--- src/rtl/elastic_mux_arbiter_pkg.sv ---
// Shared parameters, encodings and config record for the elastic mux arbiter.
package elastic_mux_arbiter_pkg;
    localparam int NEIGHBOR_PE_NUM            = 5;
    localparam int NEIGHBOR_PE_NUM_BIT_LENGTH = 3;
    localparam int BURST_WIDTH                = 4;

    typedef enum logic {
        ARB_IDLE  = 1'b0,
        ARB_GRANT = 1'b1
    } arb_state_e;

    localparam logic MODE_STATIC = 1'b0;
    localparam logic MODE_RR     = 1'b1;

    typedef struct packed {
        logic                                  mode;
        logic [NEIGHBOR_PE_NUM_BIT_LENGTH-1:0] index;
        logic [BURST_WIDTH-1:0]                burst;
    } cfg_t;

    function automatic logic [NEIGHBOR_PE_NUM-1:0] idx_onehot(
        input logic [NEIGHBOR_PE_NUM_BIT_LENGTH-1:0] i);
        idx_onehot    = '0;
        idx_onehot[i] = 1'b1;
    endfunction
endpackage

--- src/rtl/elastic_mux_arbiter_if.sv ---
// Handshake, select and config bundle between the arbiter and its mux/neighbours.
interface elastic_mux_arbiter_if;
    import elastic_mux_arbiter_pkg::*;

    logic [NEIGHBOR_PE_NUM-1:0]            valid_input;
    logic [NEIGHBOR_PE_NUM-1:0]            stop_input;
    logic                                  stop_output;
    logic [NEIGHBOR_PE_NUM_BIT_LENGTH-1:0] input_data_index;
    logic                                  grant_valid;
    logic                                  valid_output;
    logic                                  cfg_we;
    logic                                  cfg_mode;
    logic [NEIGHBOR_PE_NUM_BIT_LENGTH-1:0] cfg_index;
    logic [BURST_WIDTH-1:0]                cfg_burst;
    logic                                  cfg_error;

    modport master (
        input  valid_input, stop_output, cfg_we, cfg_mode, cfg_index, cfg_burst,
        output stop_input, input_data_index, grant_valid, valid_output, cfg_error
    );

    modport slave (
        output valid_input, stop_output, cfg_we, cfg_mode, cfg_index, cfg_burst,
        input  stop_input, input_data_index, grant_valid, valid_output, cfg_error
    );
endinterface

--- src/rtl/elastic_mux_arbiter_picker.sv ---
// Cyclic priority search: first requesting, non-excluded input after ptr.
module round_robin_picker
    import elastic_mux_arbiter_pkg::*;
(
    input  logic [NEIGHBOR_PE_NUM-1:0]            req,
    input  logic [NEIGHBOR_PE_NUM_BIT_LENGTH-1:0] ptr,
    input  logic [NEIGHBOR_PE_NUM-1:0]            excl,
    output logic [NEIGHBOR_PE_NUM_BIT_LENGTH-1:0] pick,
    output logic                                  found
);
    int c;

    always_comb begin
        pick  = '0;
        found = 1'b0;
        c     = 0;
        // ptr itself is visited last, so it only wins when it is the sole candidate
        for (int i = 1; i <= NEIGHBOR_PE_NUM; i++) begin
            c = (int'(ptr) + i) % NEIGHBOR_PE_NUM;
            if (!found && req[c] && !excl[c]) begin
                found = 1'b1;
                pick  = NEIGHBOR_PE_NUM_BIT_LENGTH'(c);
            end
        end
    end
endmodule

--- src/rtl/elastic_mux_arbiter.sv ---
// Select/stop sequencer for one elastic multiplexer: static route or round-robin bursts.
module elastic_mux_arbiter
    import elastic_mux_arbiter_pkg::*;
(
    input  logic                 clk,
    input  logic                 reset_n,
    elastic_mux_arbiter_if.master bus
);
    localparam int IW = NEIGHBOR_PE_NUM_BIT_LENGTH;

    cfg_t                   cfg_q;
    logic                   cfg_error_q;
    arb_state_e             state_q, state_d;
    logic [IW-1:0]          sel_q, sel_d, last_q, last_d;
    logic [BURST_WIDTH-1:0] beats_q, beats_d;
    logic                   gv_q, gv_d;
    logic                   cfg_ok, cfg_bad, xfer;
    logic [IW-1:0]          pick;
    logic                   pick_found;
    logic [NEIGHBOR_PE_NUM-1:0] excl;

    assign cfg_ok  = bus.cfg_we && (int'(bus.cfg_index) < NEIGHBOR_PE_NUM);
    assign cfg_bad = bus.cfg_we && !(int'(bus.cfg_index) < NEIGHBOR_PE_NUM);
    assign xfer    = gv_q && bus.valid_input[sel_q] && !bus.stop_output;
    // The end-of-burst re-pick must hand over to someone else if anyone else is waiting
    assign excl    = (state_q == ARB_GRANT) ? idx_onehot(sel_q) : '0;

    round_robin_picker u_picker (
        .req   (bus.valid_input),
        .ptr   (last_q),
        .excl  (excl),
        .pick  (pick),
        .found (pick_found)
    );

    always_ff @(posedge clk or negedge reset_n) begin
        if (!reset_n) begin
            cfg_q       <= '0;
            cfg_error_q <= 1'b0;
            state_q     <= ARB_IDLE;
            sel_q       <= '0;
            last_q      <= IW'(NEIGHBOR_PE_NUM - 1);
            beats_q     <= '0;
            gv_q        <= 1'b0;
        end else begin
            if (cfg_ok)  cfg_q       <= '{mode: bus.cfg_mode, index: bus.cfg_index, burst: bus.cfg_burst};
            if (cfg_bad) cfg_error_q <= 1'b1;
            state_q <= state_d;
            sel_q   <= sel_d;
            last_q  <= last_d;
            beats_q <= beats_d;
            gv_q    <= gv_d;
        end
    end

    always_comb begin
        state_d = state_q;
        sel_d   = sel_q;
        last_d  = last_q;
        beats_d = beats_q;
        gv_d    = gv_q;
        if (cfg_ok) begin
            // New config takes the route straight away; RR restarts from IDLE
            state_d = ARB_IDLE;
            beats_d = '0;
            sel_d   = bus.cfg_index;
            gv_d    = (bus.cfg_mode == MODE_STATIC);
        end else if (cfg_q.mode == MODE_STATIC) begin
            state_d = ARB_IDLE;
            beats_d = '0;
            sel_d   = cfg_q.index;
            gv_d    = 1'b1;
        end else begin
            case (state_q)
                ARB_IDLE: begin
                    gv_d = 1'b0;
                    if (pick_found) begin
                        state_d = ARB_GRANT;
                        sel_d   = pick;
                        last_d  = pick;
                        beats_d = cfg_q.burst;
                        gv_d    = 1'b1;
                    end
                end
                ARB_GRANT: begin
                    if (!bus.valid_input[sel_q]) begin
                        state_d = ARB_IDLE;
                        gv_d    = 1'b0;
                    end else if (xfer) begin
                        if (beats_q != '0) begin
                            beats_d = beats_q - BURST_WIDTH'(1);
                        end else if (pick_found) begin
                            sel_d   = pick;
                            last_d  = pick;
                            beats_d = cfg_q.burst;
                        end else begin
                            state_d = ARB_IDLE;
                            gv_d    = 1'b0;
                        end
                    end
                end
                default: state_d = ARB_IDLE;
            endcase
        end
    end

    always_comb begin
        bus.stop_input = '1;
        if (gv_q) bus.stop_input[sel_q] = bus.stop_output;
    end

    assign bus.input_data_index = sel_q;
    assign bus.grant_valid      = gv_q;
    assign bus.valid_output     = gv_q && bus.valid_input[sel_q];
    assign bus.cfg_error        = cfg_error_q;
endmodule

--- src/flat_wrapper.sv ---
// flat-port wrapper written by rule: the top's interface ports become plain ports
module elastic_mux_arbiter_flat import elastic_mux_arbiter_pkg::*;
  (clk, reset_n, bus_valid_input, bus_stop_output, bus_cfg_we, bus_cfg_mode, bus_cfg_index, bus_cfg_burst, bus_stop_input, bus_input_data_index, bus_grant_valid, bus_valid_output, bus_cfg_error);
  elastic_mux_arbiter_if bus_i ();
  input  logic clk;
  input  logic reset_n;
  input wire logic [$bits(bus_i.valid_input)-1:0] bus_valid_input;
  input wire logic [$bits(bus_i.stop_output)-1:0] bus_stop_output;
  input wire logic [$bits(bus_i.cfg_we)-1:0] bus_cfg_we;
  input wire logic [$bits(bus_i.cfg_mode)-1:0] bus_cfg_mode;
  input wire logic [$bits(bus_i.cfg_index)-1:0] bus_cfg_index;
  input wire logic [$bits(bus_i.cfg_burst)-1:0] bus_cfg_burst;
  output wire logic [$bits(bus_i.stop_input)-1:0] bus_stop_input;
  output wire logic [$bits(bus_i.input_data_index)-1:0] bus_input_data_index;
  output wire logic [$bits(bus_i.grant_valid)-1:0] bus_grant_valid;
  output wire logic [$bits(bus_i.valid_output)-1:0] bus_valid_output;
  output wire logic [$bits(bus_i.cfg_error)-1:0] bus_cfg_error;
  assign bus_i.valid_input = bus_valid_input;
  assign bus_i.stop_output = bus_stop_output;
  assign bus_i.cfg_we = bus_cfg_we;
  assign bus_i.cfg_mode = bus_cfg_mode;
  assign bus_i.cfg_index = bus_cfg_index;
  assign bus_i.cfg_burst = bus_cfg_burst;
  assign bus_stop_input = bus_i.stop_input;
  assign bus_input_data_index = bus_i.input_data_index;
  assign bus_grant_valid = bus_i.grant_valid;
  assign bus_valid_output = bus_i.valid_output;
  assign bus_cfg_error = bus_i.cfg_error;
  elastic_mux_arbiter u_core (.clk(clk), .reset_n(reset_n), .bus(bus_i));
endmodule
--- config.mk ---
export PLATFORM = sky130hd
export DESIGN_NAME = elastic_mux_arbiter_flat
export DESIGN_NICKNAME = d
export VERILOG_FILES = /design/src/rtl/elastic_mux_arbiter_pkg.sv /design/src/rtl/elastic_mux_arbiter_if.sv /design/src/rtl/elastic_mux_arbiter_picker.sv /design/src/rtl/elastic_mux_arbiter.sv /design/src/flat_wrapper.sv
export SDC_FILE = /design/constraint.sdc
export NUM_CORES = 1
export LEC_CHECK = 0
export CORE_UTILIZATION = 53
export CTS_BUF_LIST = sky130_fd_sc_hd__clkbuf_8 sky130_fd_sc_hd__clkbuf_16
export DETAILED_ROUTE_END_ITERATION = 16
export PLACE_DENSITY = 0.78
export SETUP_SLACK_MARGIN = 0.2
export SLEW_MARGIN = 40
export SYNTH_ARGS = -nofsm -noshare
export SYNTH_HDL_FRONTEND = slang
export SYNTH_SLANG_ARGS = --single-unit
--- constraint.sdc ---
create_clock -name clk -period 4.67 [get_ports clk]
set_input_delay 0.467 -clock clk [delete_from_list [all_inputs] [get_ports clk]]
set_output_delay 0.467 -clock clk [all_outputs]
set_load 0.01 [all_outputs]
==> metrics.txt <==
adder-cell area share of the yosys netlist a little under an eighth; number of antenna violations at the first check in global routing 0; result of the run completed; sort of element at the start of the critical path register; Mapped Area 0.00300 mm^2; share of the synthesized area in compound gates (AO/OA/AOI/OAI) 29.1%; routed via count divided by cell count ~6.3; number of top-level pins 28; DRC Markers 0; Die Ht between 70 and 80 um; number of DRC markers after the initial detailed-route iteration 191; WP data required 4.82 ns; fill cell instance count of the final layout between 400 and 500; final setup vio count 0; unrepaired setup endpoints after global routing yes; Total Nets Final approximately 470; Synth async-reset ratio 100%; die span in x just under 80 um; register clock-pin slew on the reported worst setup and hold paths around 0.08 ns; average wire length per cell after detail routing approximately 16 um; synthesized-area fraction occupied by xor and xnor cells 3.17%; area of all sequential standard cells around 530 um^2; Slew HR about half; via count of the first global-routing pass ~2,800; core footprint around 0.0055 mm^2; fraction of the yosys area taken by sequential cells about 18%; number of buffers added by the clock tree synthesis step 3; number of flops mapped to enable cells by yosys 0; actual slew at the worst max-slew pin between 0.7 and 0.8 ns; combined global-route utilization of all metal layers about a quarter; dominant register cell in the synthesized netlist dfrtp_1; Clk Tree Root Cell clkbuf_8; Pins Over Slew Limit 0; I/O Buffers 27; share of Yosys cell area claimed by the top area cell type 16.7%; clock latency of the later-clocked register in the worst-skew pair ~0.26 ns; synth-to-layout area growth 20.7%; post-synthesis simple-gate area fraction a little over a quarter; biggest area consumer among synthesized cells dfrtp_1; critical path's most frequent cell ha_1; Post-synth top cells nand2_1 (43), nor2_1 (28), ha_1 (27); Yosys cell types slightly below 80; maximum buffer depth of the clock tree 2; delay contributed by the slowest stage of the critical path 0.46 ns; library cell contributing the largest single delay on the critical path nor4_2; total number of clock tree sinks 21; maximum number of pins on one net before global-route repair 24; first-pass GRT wire length between 10 and 15 mm; Net Count, Synth around 440; Total Routed Length around 7.9 mm; most common cell in the synthesized netlist nand2_1; First-pass DRT Iterations 5; post-synthesis average cell area 7.63 um^2; path category of the worst min-delay check input port to async pin; total negative setup slack 0 ns; total area of multi-input combinational cells about 0.0024 mm^2; Initial Utilization between 50% and 60%; cell breakdown of the critical path ha_1 > xnor2_2 > inv_2 > ha_1 > nor2_1 > a21oi_1 > xnor2_1 > inv_1 > ha_1 > a221oi_4 > a211oi_4 > xnor2_2 > mux2i_1 > a221o_1 > nor4_2 > a21oi_1 > o221a_1; H-tree levels 1; proportion of synthesized area in mux cells 6.17%; Synth warnings 0; clock tree from TritonCTS done; shortest period the worst path allows about 4.4 ns; Seq cells post-synth 21; peak clock frequency supported by timing approximately 0.23 GHz; Antenna Cells 0; number of core rows 27; number of nets with antenna violations after detailed routing 0; number of instances in the synthesized netlist 393; GR Overflow Total 0; count of final hold-check violations 0; classification of the worst setup path register to register; main combinational cell family by area after synthesis compound AO/OA/AOI/OAI gates; fraction of final layout cells with drive strength greater than 1 approximately 16%; DP HPWL just under 6 mm; Crit path arrival time roughly 4.5 ns; CTS Hold Buffers Added 0; floorplan die area ~0.0060 mm^2; maximum fanout count along the critical path 7; via count around 3,100; top post-synthesis cells by area dfrtp_1 (17%), ha_1 (11%), nand2_1 (5.4%); placer's final routability congestion estimate about 0.89; max-cap check violation count 0; largest clock skew in the final design 0.00259 ns; portion of the clock cycle consumed by the worst path in the final layout between 90 and 100%; CP Capture Type register
per-layer routing:
metal / global-route usage [%] / vias up / wire (um)
li1: - / 1532 / -
met1: 34.2 / 1507 / 3580
met2: 45.1 / 78 / 3860
met3: 2.14 / 9 / 301
met4: 8.11 / 0 / 102
met5: 0 / - / 0
path summary, 6_finish.rpt:
path	start	slack (ns)	to	depth (start not counted)
worst min register to register	u_core.cfg_q[6]$_DFFE_PN0P_	0.48	u_core.cfg_q[6]$_DFFE_PN0P_	2
worst max register to register	u_core.last_q[0]$_DFFE_PN0P_	0.30	u_core.beats_q[1]$_DFFE_PN0P_	17
worst max-delay path	u_core.last_q[0]$_DFFE_PN0P_	0.30	u_core.beats_q[1]$_DFFE_PN0P_	17
max in group asynchronous	reset_n	4.16	u_core.last_q[1]$_DFFE_PN0P_	1
worst min-delay path	reset_n	0.15	u_core.beats_q[2]$_DFFE_PN0P_	1
min in group clk	u_core.cfg_q[6]$_DFFE_PN0P_	0.48	u_core.cfg_q[6]$_DFFE_PN0P_	2
per-stage QoR:
step	setup WS (ns)	cells	utilization [%]	cell area, um^2	hold slack [ns]
2_1_floorplan	0.213	393	-	3020	0.171
3_3_place_gp	0.190	486	61.6	3370	0.454
3_5_place_dp	0.0332	486	61.5	3360	0.456
4_1_cts	0.170	490	62.6	3420	0.169
5_1_grt	0.115	500	66.2	3620	0.187
6_report	0.296	500	66.2	3620	0.153
worst max-delay path: cells and delay by family, from the launching register on:
kind	cells	cell delay (ns)
adders and majority gates	3	0.77
AOI/OAI and AO/OA	6	1.37
and+or+nand+nor	2	0.60
muxes	1	0.16
xor gates and xnor gates	3	0.70
buffers and inverters	2	0.21
DFF	1	0.45
state kept, by name, indices dropped and copies added, names as in the netlist:
register	cells
u_core.cfg_q	8
u_core.beats_q	4
u_core.bus.input_data_index	3
u_core.last_q	3
u_core.bus.cfg_error	1
u_core.bus.grant_valid	1
u_core.state_q	1
placed cells by master (no fill, tap or decap), types with 3 or more instances in the layout:
master / Yosys / routed
a211oi_1: 3 / 3
xnor2_1: 8 / 6
inv_2: 2 / 3
nand2b_1: 9 / 9
and3_1: 5 / 3
nor2_1: 28 / 28
buf_4: 2 / 21
a21oi_2: 1 / 3
nor2b_1: 6 / 6
o211ai_1: 4 / 4
o21ai_0: 21 / 21
a2111oi_2: 1 / 3
inv_1: 24 / 24
dfrtp_1: 20 / 19
and2_1: 7 / 7
a21o_1: 6 / 6
nor3_1: 10 / 10
o31ai_1: 6 / 4
nand3_1: 19 / 17
a31oi_1: 6 / 6
clkdlybuf4s50_1: 0 / 26
nand2_1: 43 / 43
o21ai_1: 3 / 3
a211o_1: 4 / 4
mux2i_1: 14 / 13
a21oi_1: 21 / 19
clkbuf_8: 0 / 3
ha_1: 27 / 24
mux2_2: 4 / 4
nand4_1: 4 / 4
or3_1: 4 / 4
o2bb2ai_1: 5 / 5
logic make-up after synthesis:
| kind of cell | after synthesis |
|---|---|
| xor+xnor | 10 |
| compound gates | 119 |
| flops | 21 |
| buf+inv | 44 |
| simple gates | 154 |
| fa+ha+maj | 27 |
| mux | 18 |
layout make-up:
| type | count | share of cell area (%) |
|---|---|---|
| clock inverter | 1 | 0.104 |
| timing repair buffer | 48 | 11.7 |
| sequential | 21 | 14.7 |
| inverter | 27 | 2.83 |
| multi-input combinational | 328 | 67.1 |
| clock buffer | 3 | 1.14 |
| tap | 72 | 2.49 |
what timing repair did:
action                                  CTS  global route
gates resized for setup                   4            24
pin swaps                                 1            10
gates cloned                              0             0
buffers inserted                          0            10
endpoints found under the setup margin    8            12
Power is left out: the tool's default activity adds up to more than one toggle a clock period on the data nets, which glitch-free logic cannot reach.
